## src/rtl/alu_issue_ctrl.sv

```systemverilog
// alu_issue_ctrl
// Issue sequencer for a clocked 32-bit ALU with a one-cycle registered output.
// Accepts one operation per valid/ready handshake and decodes alu_op/funct into
// the ALU control code. It drives the operands and waits out the ALU latency.
// It then captures result/zero and presents them, with a branch decision,
// until downstream accepts them.
module alu_issue_ctrl #(
    parameter int          DATA_W    = 32,
    parameter logic [3:0]  IDLE_CTRL = 4'b1111
) (
    input  logic              clk,
    input  logic              rst_n,
    // request side
    input  logic              in_valid,
    output logic              in_ready,
    input  logic [1:0]        alu_op,
    input  logic [5:0]        funct,
    input  logic [DATA_W-1:0] operand_a,
    input  logic [DATA_W-1:0] operand_b,
    // ALU side
    output logic [3:0]        alu_control,
    output logic [DATA_W-1:0] alu_in1,
    output logic [DATA_W-1:0] alu_in2,
    input  logic [DATA_W-1:0] alu_result,
    input  logic              alu_zero,
    // response side
    output logic              out_valid,
    input  logic              out_ready,
    output logic [DATA_W-1:0] result,
    output logic              zero,
    output logic              branch_taken,
    output logic              illegal
);

    // ALU control encodings
    localparam logic [3:0] CTRL_AND = 4'b0000;
    localparam logic [3:0] CTRL_OR  = 4'b0001;
    localparam logic [3:0] CTRL_ADD = 4'b0010;
    localparam logic [3:0] CTRL_SUB = 4'b0110;
    localparam logic [3:0] CTRL_SLT = 4'b0111;
    localparam logic [3:0] CTRL_NOR = 4'b1100;

    // R-type function fields
    localparam logic [5:0] FN_ADD = 6'b100000;
    localparam logic [5:0] FN_SUB = 6'b100010;
    localparam logic [5:0] FN_AND = 6'b100100;
    localparam logic [5:0] FN_OR  = 6'b100101;
    localparam logic [5:0] FN_SLT = 6'b101010;
    localparam logic [5:0] FN_NOR = 6'b100111;

    typedef enum logic [1:0] {
        IDLE = 2'd0,
        EXEC = 2'd1,
        CAPT = 2'd2,
        RESP = 2'd3
    } state_t;

    state_t     state_reg;
    logic       is_beq_reg;   // remembers the op was a branch compare

    logic [3:0] dec_ctrl;
    logic       dec_illegal;
    logic       dec_swap;     // slt: the ALU tests in2 < in1, so feed rt as in1

    // Decode alu_op/funct into an ALU control code, an illegal flag and a swap flag
    always_comb begin
        dec_ctrl    = IDLE_CTRL;
        dec_illegal = 1'b0;
        dec_swap    = 1'b0;
        case (alu_op)
            2'b00: dec_ctrl = CTRL_ADD;
            2'b01: dec_ctrl = CTRL_SUB;
            2'b10: begin
                case (funct)
                    FN_ADD: dec_ctrl = CTRL_ADD;
                    FN_SUB: dec_ctrl = CTRL_SUB;
                    FN_AND: dec_ctrl = CTRL_AND;
                    FN_OR:  dec_ctrl = CTRL_OR;
                    FN_SLT: begin
                        dec_ctrl = CTRL_SLT;
                        dec_swap = 1'b1;
                    end
                    FN_NOR: dec_ctrl = CTRL_NOR;
                    default: dec_illegal = 1'b1;
                endcase
            end
            default: dec_illegal = 1'b1;
        endcase
    end

    // Issue FSM: every output is a register, updated only here
    always_ff @(posedge clk or negedge rst_n) begin
        if (!rst_n) begin
            state_reg    <= IDLE;
            is_beq_reg   <= 1'b0;
            in_ready     <= 1'b1;
            out_valid    <= 1'b0;
            alu_control  <= IDLE_CTRL;
            alu_in1      <= '0;
            alu_in2      <= '0;
            result       <= '0;
            zero         <= 1'b0;
            branch_taken <= 1'b0;
            illegal      <= 1'b0;
        end else begin
            case (state_reg)
                IDLE: begin
                    if (in_valid) begin
                        in_ready <= 1'b0;
                        if (dec_illegal) begin
                            // The ALU is left untouched; the response is formed here.
                            // out_valid rises one edge later, in RESP.
                            result       <= '0;
                            zero         <= 1'b0;
                            branch_taken <= 1'b0;
                            illegal      <= 1'b1;
                            state_reg    <= RESP;
                        end else begin
                            alu_control <= dec_ctrl;
                            alu_in1     <= dec_swap ? operand_b : operand_a;
                            alu_in2     <= dec_swap ? operand_a : operand_b;
                            is_beq_reg  <= (alu_op == 2'b01);
                            illegal     <= 1'b0;
                            state_reg   <= EXEC;
                        end
                    end
                end
                EXEC: begin
                    // ALU samples the held control/operands at this edge
                    state_reg <= CAPT;
                end
                CAPT: begin
                    result       <= alu_result;
                    zero         <= alu_zero;
                    branch_taken <= is_beq_reg & alu_zero;
                    out_valid    <= 1'b1;
                    alu_control  <= IDLE_CTRL;
                    state_reg    <= RESP;
                end
                RESP: begin
                    if (!out_valid) begin
                        // first RESP cycle of an illegal op
                        out_valid <= 1'b1;
                    end else if (out_ready) begin
                        out_valid <= 1'b0;
                        in_ready  <= 1'b1;
                        state_reg <= IDLE;
                    end
                end
                default: begin
                    state_reg <= IDLE;
                    in_ready  <= 1'b1;
                    out_valid <= 1'b0;
                end
            endcase
        end
    end

endmodule

```

## config.mk

```make
export PLATFORM = sky130hd
export DESIGN_NAME = alu_issue_ctrl
export DESIGN_NICKNAME = d
export VERILOG_FILES = /design/src/rtl/alu_issue_ctrl.sv
export SDC_FILE = /design/constraint.sdc
export NUM_CORES = 1
export LEC_CHECK = 0
export CAP_MARGIN = 20
export CORE_MARGIN = 2
export CORE_UTILIZATION = 42
export CTS_CLUSTER_DIAMETER = 40
export DETAILED_ROUTE_END_ITERATION = 10
export GPL_TIMING_DRIVEN = 0
export PLACE_DENSITY = 0.83
export SETUP_SLACK_MARGIN = 0.15
export SLEW_MARGIN = 5
export SYNTH_ARGS = -nofsm -noshare
export SYNTH_HDL_FRONTEND = slang
export SYNTH_SLANG_ARGS = --single-unit
```

## constraint.sdc

```tcl
create_clock -name clk -period 2.24 [get_ports clk]
set_clock_uncertainty 0.15 [all_clocks]
set_input_delay 0.336 -clock clk [delete_from_list [all_inputs] [get_ports clk]]
set_output_delay 0.336 -clock clk [all_outputs]
set_load 0.03 [all_outputs]
```

Word level (Yosys, flattened, before mapping)
Index checks and enable logic that the tools add are counted.
- eq/ne operators: 16
- mux-type cells: 31
- bitwise operators: 2
- reduce and logical (&&, ||, !) cells: 13
- operators with widths (operator ; number):
    2-to-1 mux 32 bit ; 4
    one-hot mux 32 bit (2 select lines) ; 1
    == test 6 bit, second input constant ; 6
    one-hot mux 4 bit (6 select lines) ; 1
    one-hot mux 4 bit (3 select lines) ; 1
    AND reduction 3 bit ; 4
    2-to-1 mux 1 bit ; 11
    inequality test 2 bit, second input constant ; 5
    one-hot mux 1 bit (2 select lines) ; 5
    2-to-1 mux 2 bit ; 4
    2-to-1 mux 4 bit ; 2
    one-hot mux 2 bit (4 select lines) ; 1
    one-hot mux 4 bit (2 select lines) ; 1
    == test 2 bit, second input constant ; 3
    nonzero test 2 bit ; 3
    OR reduction 6 bit ; 1
    == test 2 x 1 -> 1 bit, second input constant ; 2
    logical NOT 2 bit ; 2
    AND reduction 4 bit ; 1
    AND reduction 2 bit ; 1
    OR reduction 2 bit ; 1
    AND 1 bit ; 1
    inverter 1 bit ; 1
- flip-flop bits (word level): 108
- input bits: 109
- output and inout bits: 105
- logic and storage cells: 73

Logic depth before layout (Yosys ltp)
Gate-level depths: netlist of run 1.
- depth after elaboration: 7
- depth in mapped cells: 8
- mapped depth without buffers: 6

Least setup slack after synthesis of run 1
Ideal clock, no wire load.
- kind: register -> register
- from: reg state_reg[0]
- to: reg alu_in1[10]
- library setup time: 0.077 ns
- arrival time: 1.667 ns
- required time: 2.013 ns
- path slack: 0.345 ns
- cell stages (with the launch flop): 8
- buffers on the path: 2
- clock period less this slack: 1.895 ns
- cell sequence: dfrtp_1 -> inv_1 -> ha_1 -> and2_0 -> clkbuf_1 -> clkbuf_1 -> a21oi_1 -> a21oi_1
- longest elaborated chain between the ends: 2
- ends and longest elaborated chain (item ; RTL line ; text):
    start, declared ; 58 ; state_t state_reg;
    start signal, assigned ; 94 ; state_reg <= IDLE;
    start signal, assigned ; 117 ; state_reg <= RESP;
    start signal, assigned ; 124 ; state_reg <= EXEC;
    logical NOT 2 bit ; 106 ; case (state_reg)
    AND reduction 3 bit (no source line) ; - ;
    end signal, assigned ; 120 ; alu_in1 <= dec_swap ? operand_b : operand_a;
    end, declared ; 22 ; output logic [DATA_W-1:0] alu_in1,
Every way passes these cells.
A chain may end at the register's enable or synchronous reset.

Worst setup path after layout of run 1
- from: reg alu_control[3]
- to: out alu_control[3]
- RTL lines (item ; RTL line ; text):
    start, declared ; 21 ; output logic [3:0] alu_control,
    start signal, assigned ; 119 ; alu_control <= dec_ctrl;
No word-level cell between the ends.

==> summary.txt, run 1 <==
STA
  • Final WS setup: 0.1882 ns
  • Slew @ Worst Pin: roughly 0.7 ns
  • Slew Viols, Final: 0
  • Fmax: 487.4 MHz
  • Post-route clock period utilization: 0.9160
  • Fin crit period: 2.052 ns
  • RSZ-0062 raised after global routing: no
  • Hold Fails Final Rpt: 0
  • Final setup violation count: 0
  • Hold slack: 0.2466 ns
  • Headroom to the max-slew limit: 0.5241

Synthesis
  • Mapped Avg Cell Area: 11.46 µm²
  • Share of the synthesized area in the top cell type: 0.5279
  • Yosys warning count: 0
  • Seq/Total Area, Yosys: 0.5548
  • Synth cell types: 37
  • Top_reg_cell synth: dfrtp_1
  • Netlist Area Pre-Place: roughly 4900 µm²
  • Register bit total from synthesis: 108
  • Synth Instances: 426
  • Syn_nets: 538
  • Asr flop ratio synth: 1.000
  • Post-synth EDFFs: 0
  • Yosys top cell by area: dfrtp_1
  • Ranking of synthesized cells by area: dfrtp_1 (53%), a21oi_1 (14%), mux2i_1 (13%)

Die
  • Rows: 39
  • Die W: 111.8 µm
  • Die Y: 111.8 µm
  • Ports: about 210
  • Core Footprint: between 10,000 and 15,000 µm²
  • Die Area: 12,500 µm²
  • Starting density of the core: 0.4294

Placement
  • HPWL Detailed: 11,360 µm
  • Pre-CTS setup slack: -0.5580 ns
  • IO Port Bufs: 213
  • Routability congestion estimate: just under 0.9
  • Area post-placement: around 7200 µm²

Setup path
  • Worst EP arrival: between 1.5 and 2 ns
  • CP max-delay cell: clkdlybuf4s50_1
  • Critical Path End Type: primary output
  • WS Path Type: reg2out
  • CP Cell Sequence: clkdlybuf4s50_1
  • Worst path bufs/invs: 1
  • Critical path's largest stage delay: 0.68 ns
  • R2R setup slack: about 0.25 ns
  • CP Launch Type: flop
  • Family with the most delay on the worst path: buffers and inverters
  • CP max FO: 2
  • Worst EP required: 1.75 ns

Clock tree
  • Clock slew at reported path FFs: 0.07 ns
  • CTS Buf Count: 9
  • Clock root buffer: clkbuf_16
  • CTS tree: done
  • Worst-Skew Late Latency: roughly 0.35 ns
  • Longest Clk Path Bufs: 2
  • H-tree depth: 3
  • Clock sink total: roughly 110

Global routing
  • First-pass GRT wire length: 24,580 µm
  • Vias in the first global route: 4,732
  • Largest net degree at the start of global routing: slightly below 60
  • All-Layer GR Usage: 0.2464
  • Initial antenna violation count: 0
  • Gr ovfl total: 0

Detailed routing
  • Via count: 4,415
  • Vias per cell: 5.491
  • Routed Antenna Nets: 0
  • Drt pass-1 iters: 4
  • Drc violations: 0
  • WL per Instance: between 15 and 20 µm
  • Final WL: around 16,000 µm
  • Initial detailed-routing violation count: 286

Power and ir drop
  • Peak VDD IR: 972.0 µV
  • Pwr/cell area: 1475 nW/µm²
  • Leakage dissipation: around 3.6 nW

Final layout
  • Layout area overhead: 57.18%
  • Top flop regs: alu_in1 (32), alu_in2 (32), result (32)
  • # fillers: about 860
  • Util after Layout: 0.6749
  • Nets: between 700 and 800
  • Final Instance Area: 7674 µm²
  • Fraction of layout cells with a size suffix above 1: 0.1089
  • ANT cells: 0
  • Most frequent cells in the layout: clkdlybuf4s50_1 (205), a21oi_1 (133), dfrtp_1 (103)
  • Commonest non-fill, non-tap cell in the layout: clkdlybuf4s50_1

Outcome
  • Outcome: finished clean

Worst hold path
  • Worst hold path type: in2reg

Flow run
  • Max-cap violation count: 0
-- per-stage QoR --
| step | TNS, ns | instances | power, mW |
|---|---|---|---|
| 2_1_floorplan | 0 | 426 | 6.908 |
| 3_3_place_gp | -390.26 | 782 | 9.424 |
| 3_5_place_dp | -39.47 | 783 | 9.590 |
| 4_1_cts | 0 | 802 | 11.33 |
| 5_1_grt | 0 | 804 | 11.85 |
| 6_report | 0 | 804 | 11.32 |
-- report_power, final --
part / switching (mW) / internal [mW] / total, mW
Clock: 0.726 / 0.930 / 1.66
Sequential: 0.573 / 2.94 / 3.51
Combinational: 3.50 / 2.66 / 6.16
-- area by class of cell --
type | instances | area, µm² | area share
Buffer | 35 | 245.2 | 0.03196
Clock inverter | 5 | 58.81 | 0.007663
Inverter | 3 | 11.26 | 0.001467
Timing Repair Buffer | 220 | 2207 | 0.2876
Sequential cell | 108 | 2709 | 0.3530
Multi-Input combinational cell | 279 | 2011 | 0.2620
Tap cell | 143 | 178.9 | 0.02332
Clock buffer | 11 | 252.7 | 0.03294
-- worst paths after layout --
path | depth (start not counted) | start | end
worst min-delay path | 3 | alu_op[1] | is_beq_reg$_DFFE_PN0P_
worst max register to register | 7 | state_reg[0]$_DFFE_PN0P_ | result[25]$_DFFE_PN0P_
max in group asynchronous | 3 | rst_n | alu_control[3]$_DFFE_PN1P_
worst max-delay path | 1 | alu_control[3]$_DFFE_PN1P_ | alu_control[3]
min in group asynchronous | 2 | rst_n | result[28]$_DFFE_PN0P_
worst min register to register | 2 | illegal$_DFFE_PN0P_ | illegal$_DFFE_PN0P_
-- what timing repair did --
item | 4_1_cts | 5_1_grt
buffers inserted | 3 | 2
gates resized for setup | 28 | 17
setup endpoints to repair | 102 | 88
hold buffers | 1 | 0
pin swaps | 1 | 1
endpoints found under the hold margin | 48 | 0
-- Yosys cell counts (all sizes together) (2+ instances only) --
cell type,instances
a21oi,133
dfrtp,103
mux2i,66
a22o,33
buf,25
clkbuf,11
nor2,8
nand2,6
dfstp,5
nor2b,4
ha,3
inv,3
o31a,3
a21boi,2
and2,2
o21ai,2
o41ai,2
-- cells by family (layout without fill, tap and decap cells) --
family                     after synthesis  count (layout)  share of synthesized area
AOI/OAI and AO/OA                      184             184                     0.2291
and+or+nand+nor                         25              25                    0.02563
adders and majority gates                3               3                   0.007689
DFF                                    108             108                     0.5548
buffers and inverters                   39             274                    0.04485
xor gates and xnor gates                 1               1                   0.001794
muxes                                   66              66                     0.1361
-- routing by layer --
layer	up-vias	share of wire	GRT usage
li1	2032	-	-
met1	2163	0.40	0.2931
met2	195	0.50	0.4214
met3	25	0.081	0.08655
met4	0	0.019	0.07490
met5	-	0	0
(Power assumes the default switching activity.)
==> run 2, diff against run 1 <==
--- a/config.mk
+++ b/config.mk
@@ -12,6 +12,7 @@
 export DETAILED_ROUTE_END_ITERATION = 10
 export GPL_TIMING_DRIVEN = 0
 export PLACE_DENSITY = 0.83
+export REMOVE_ABC_BUFFERS = 1
 export SETUP_SLACK_MARGIN = 0.15
 export SLEW_MARGIN = 5
 export SYNTH_ARGS = -nofsm -noshare
==> summary.txt, run 2 (synthesized netlist as in run 1, its figures left out) <==
STA
  • Fin crit period: 2.041 ns (was 2.052 ns)
  • Headroom to the max-slew limit: 0.5565 (was 0.5241)
  • Post-route clock period utilization: 0.9110 (was 0.9160)
  • Hold slack: 0.3394 ns (was 0.2466 ns)
  • Final WS setup: 0.1994 ns (was 0.1882 ns)
  • Final setup violation count: 0 (unchanged)
  • Slew Viols, Final: 0 (unchanged)
  • Fmax: 490.0 MHz (was 487.4 MHz)
  • Final setup TNS: 0 ns (unchanged)
  • Hold Fails Final Rpt: 0 (unchanged)
  • Slew @ Worst Pin: 0.6652 ns (was 0.7139 ns)
  • RSZ-0062 raised after global routing: no (unchanged)

Setup path
  • Family with the most delay on the worst path: buffers and inverters (unchanged)
  • CP Launch Type: flop (unchanged)
  • WS Path Type: reg2out (unchanged)
  • Critical Path End Type: primary output (unchanged)
  • CP Cell Sequence: clkdlybuf4s50_1 (unchanged)
  • Worst EP required: 1.75 ns (about the same)
  • CP max FO: 2 (unchanged)
  • Critical path's largest stage delay: 0.67 ns (was 0.68 ns)
  • Worst path bufs/invs: 1 (unchanged)
  • Worst EP arrival: 1.55 ns (was 1.57 ns)
  • CP max-delay cell: clkdlybuf4s50_1 (unchanged)

Die
  • Die Area: 12,500 µm² (unchanged)
  • Die Y: 111.8 µm (unchanged)
  • Core Footprint: 11,370 µm² (unchanged)
  • Die W: 111.8 µm (unchanged)
  • Ports: 214 (unchanged)
  • Starting density of the core: 0.4294 (unchanged)
  • Rows: 39 (unchanged)

Outcome
  • Outcome: finished clean (unchanged)

Detailed routing
  • WL per Instance: 18.60 µm (was 19.48 µm)
  • Initial detailed-routing violation count: 218 (was 286)
  • Drc violations: 0 (unchanged)
  • Via count: 4,462 (was 4,415)
  • Routed Antenna Nets: 0 (unchanged)
  • Final WL: 14,990 µm (was 15,670 µm)
  • Drt pass-1 iters: 4 (unchanged)
  • Vias per cell: 5.536 (was 5.491)

Final layout
  • Fraction of layout cells with a size suffix above 1: 0.1192 (was 0.1089)
  • Commonest non-fill, non-tap cell in the layout: clkdlybuf4s50_1 (unchanged)
  • Most frequent cells in the layout: clkdlybuf4s50_1 (202), a21oi_1 (132), dfrtp_1 (103) (was clkdlybuf4s50_1 (205), a21oi_1 (133), dfrtp_1 (103))
  • Top flop regs: alu_in1 (32), alu_in2 (32), result (32) (unchanged)
  • ANT cells: 0 (unchanged)
  • Layout area overhead: 62.28% (was 57.18%)
  • Final std cells w/o fill: 806 (was 804)
  • Nets: 770 (was 768)

Clock tree
  • Longest Clk Path Bufs: 2 (unchanged)
  • CTS tree: done (unchanged)
  • CTS Buf Count: 9 (unchanged)
  • Clock slew at reported path FFs: 0.08 ns (was 0.07 ns)
  • Clock sink total: 108 (unchanged)
  • H-tree depth: 3 (unchanged)
  • Clock root buffer: clkbuf_16 (unchanged)
  • Worst-Skew Late Latency: 0.34 ns (was 0.35 ns)

Power and ir drop
  • Clk pwr share: 0.145 (was 0.146)
  • Comb pwr share: 0.543 (was 0.544)
  • Sw Ratio: 0.4251 (was 0.4236)
  • Peak VDD IR: 1085 µV (was 972.0 µV)
  • Leakage dissipation: 3.700 nW (was 3.600 nW)
  • Sw Pwr: 4.785 mW (was 4.796 mW)
  • Pwr/cell area: 1421 nW/µm² (was 1475 nW/µm²)
  • Pint: 6.472 mW (was 6.526 mW)
  • Tot Pwr: 11.26 mW (was 11.32 mW)
  • Reg power frac: 0.312 (was 0.310)

Global routing
  • Largest net degree at the start of global routing: 61 (was 58)
  • First-pass GRT wire length: 23,070 µm (was 24,580 µm)
  • Vias in the first global route: 4,598 (was 4,732)
  • Initial antenna violation count: 0 (unchanged)
  • Gr ovfl total: 0 (unchanged)
  • All-Layer GR Usage: 0.2284 (was 0.2464)

Flow run
  • Max-cap violation count: 0 (unchanged)

Placement
  • Routability congestion estimate: 0.7912 (was 0.8650)
  • Inst Count DP: 758 (was 783)
  • IO Port Bufs: 213 (unchanged)
  • HPWL Detailed: 9781 µm (was 11,360 µm)
  • Pre-CTS setup slack: -1.275 ns (was -0.5580 ns)

Worst hold path
  • Worst hold path type: in2reg (unchanged)
[run 2: final cells by class]
| cell class | count | area, µm² |
|---|---|---|
| Tap cell | 143 | 178.9 |
| Timing Repair Buffer | 254 | 2668 |
| Clock inverter | 7 | 83.83 |
| Clock buffer | 9 | 225.2 |
| Inverter | 3 | 11.26 |
| Multi-Input combinational cell | 282 | 2047 |
| Sequential cell | 108 | 2709 |
| Fill cell | 797 | 3447 |
[run 2: worst paths after layout]
path                                             from                        to  slack [ns]  cells past startpoint
max                        alu_control[2]$_DFFE_PN1P_            alu_control[2]        0.20                      1
max in group asynchronous                       rst_n      in_ready$_DFFE_PN1P_        0.78                      3
min                                         alu_op[0]    is_beq_reg$_DFFE_PN0P_        0.34                      3
min in group asynchronous                       rst_n    alu_in2[9]$_DFFE_PN0P_        0.41                      2
max reg2reg                  state_reg[0]$_DFFE_PN0P_     result[6]$_DFFE_PN0P_        0.23                      5
min reg2reg                  branch_taken$_DFFE_PN0P_  branch_taken$_DFFE_PN0P_        0.35                      1
[run 2: power by group through the flow]
| stage | clock network, mW | logic (mW) | registers (mW) |
|---|---|---|---|
| floorplan | 0 | 1.45 | 5.28 |
| detailed placement | 0 | 5.91 | 3.50 |
| finish | 1.63 | 6.11 | 3.51 |
| global placement | 0 | 5.72 | 3.48 |
| CTS | 1.68 | 6.10 | 3.51 |
| global route | 1.74 | 6.45 | 3.62 |
[run 2: timing repair]
action,in CTS,in global routing
gates cloned,4,1
endpoints found under the hold margin,48,0
setup endpoints to repair,103,49
setup buffers,13,13
pin swaps,4,4
gates resized for setup,16,19
hold buffers,1,0
[run 2: routing by layer]
metal	global-route usage	up-vias	wire, µm
met5	0	-	0
met4	0.06831	0	233
met3	0.06260	21	1162
met2	0.3915	203	7494
met1	0.2833	2194	6098
li1	-	2044	-
[run 2: through the flow]
step	instance area, µm²	util
2_1_floorplan	4674	-
3_3_place_gp	6985	0.6144
3_5_place_dp	7169	0.6306
4_1_cts	7696	0.6769
5_1_grt	7923	0.6968
6_report	7923	0.6968
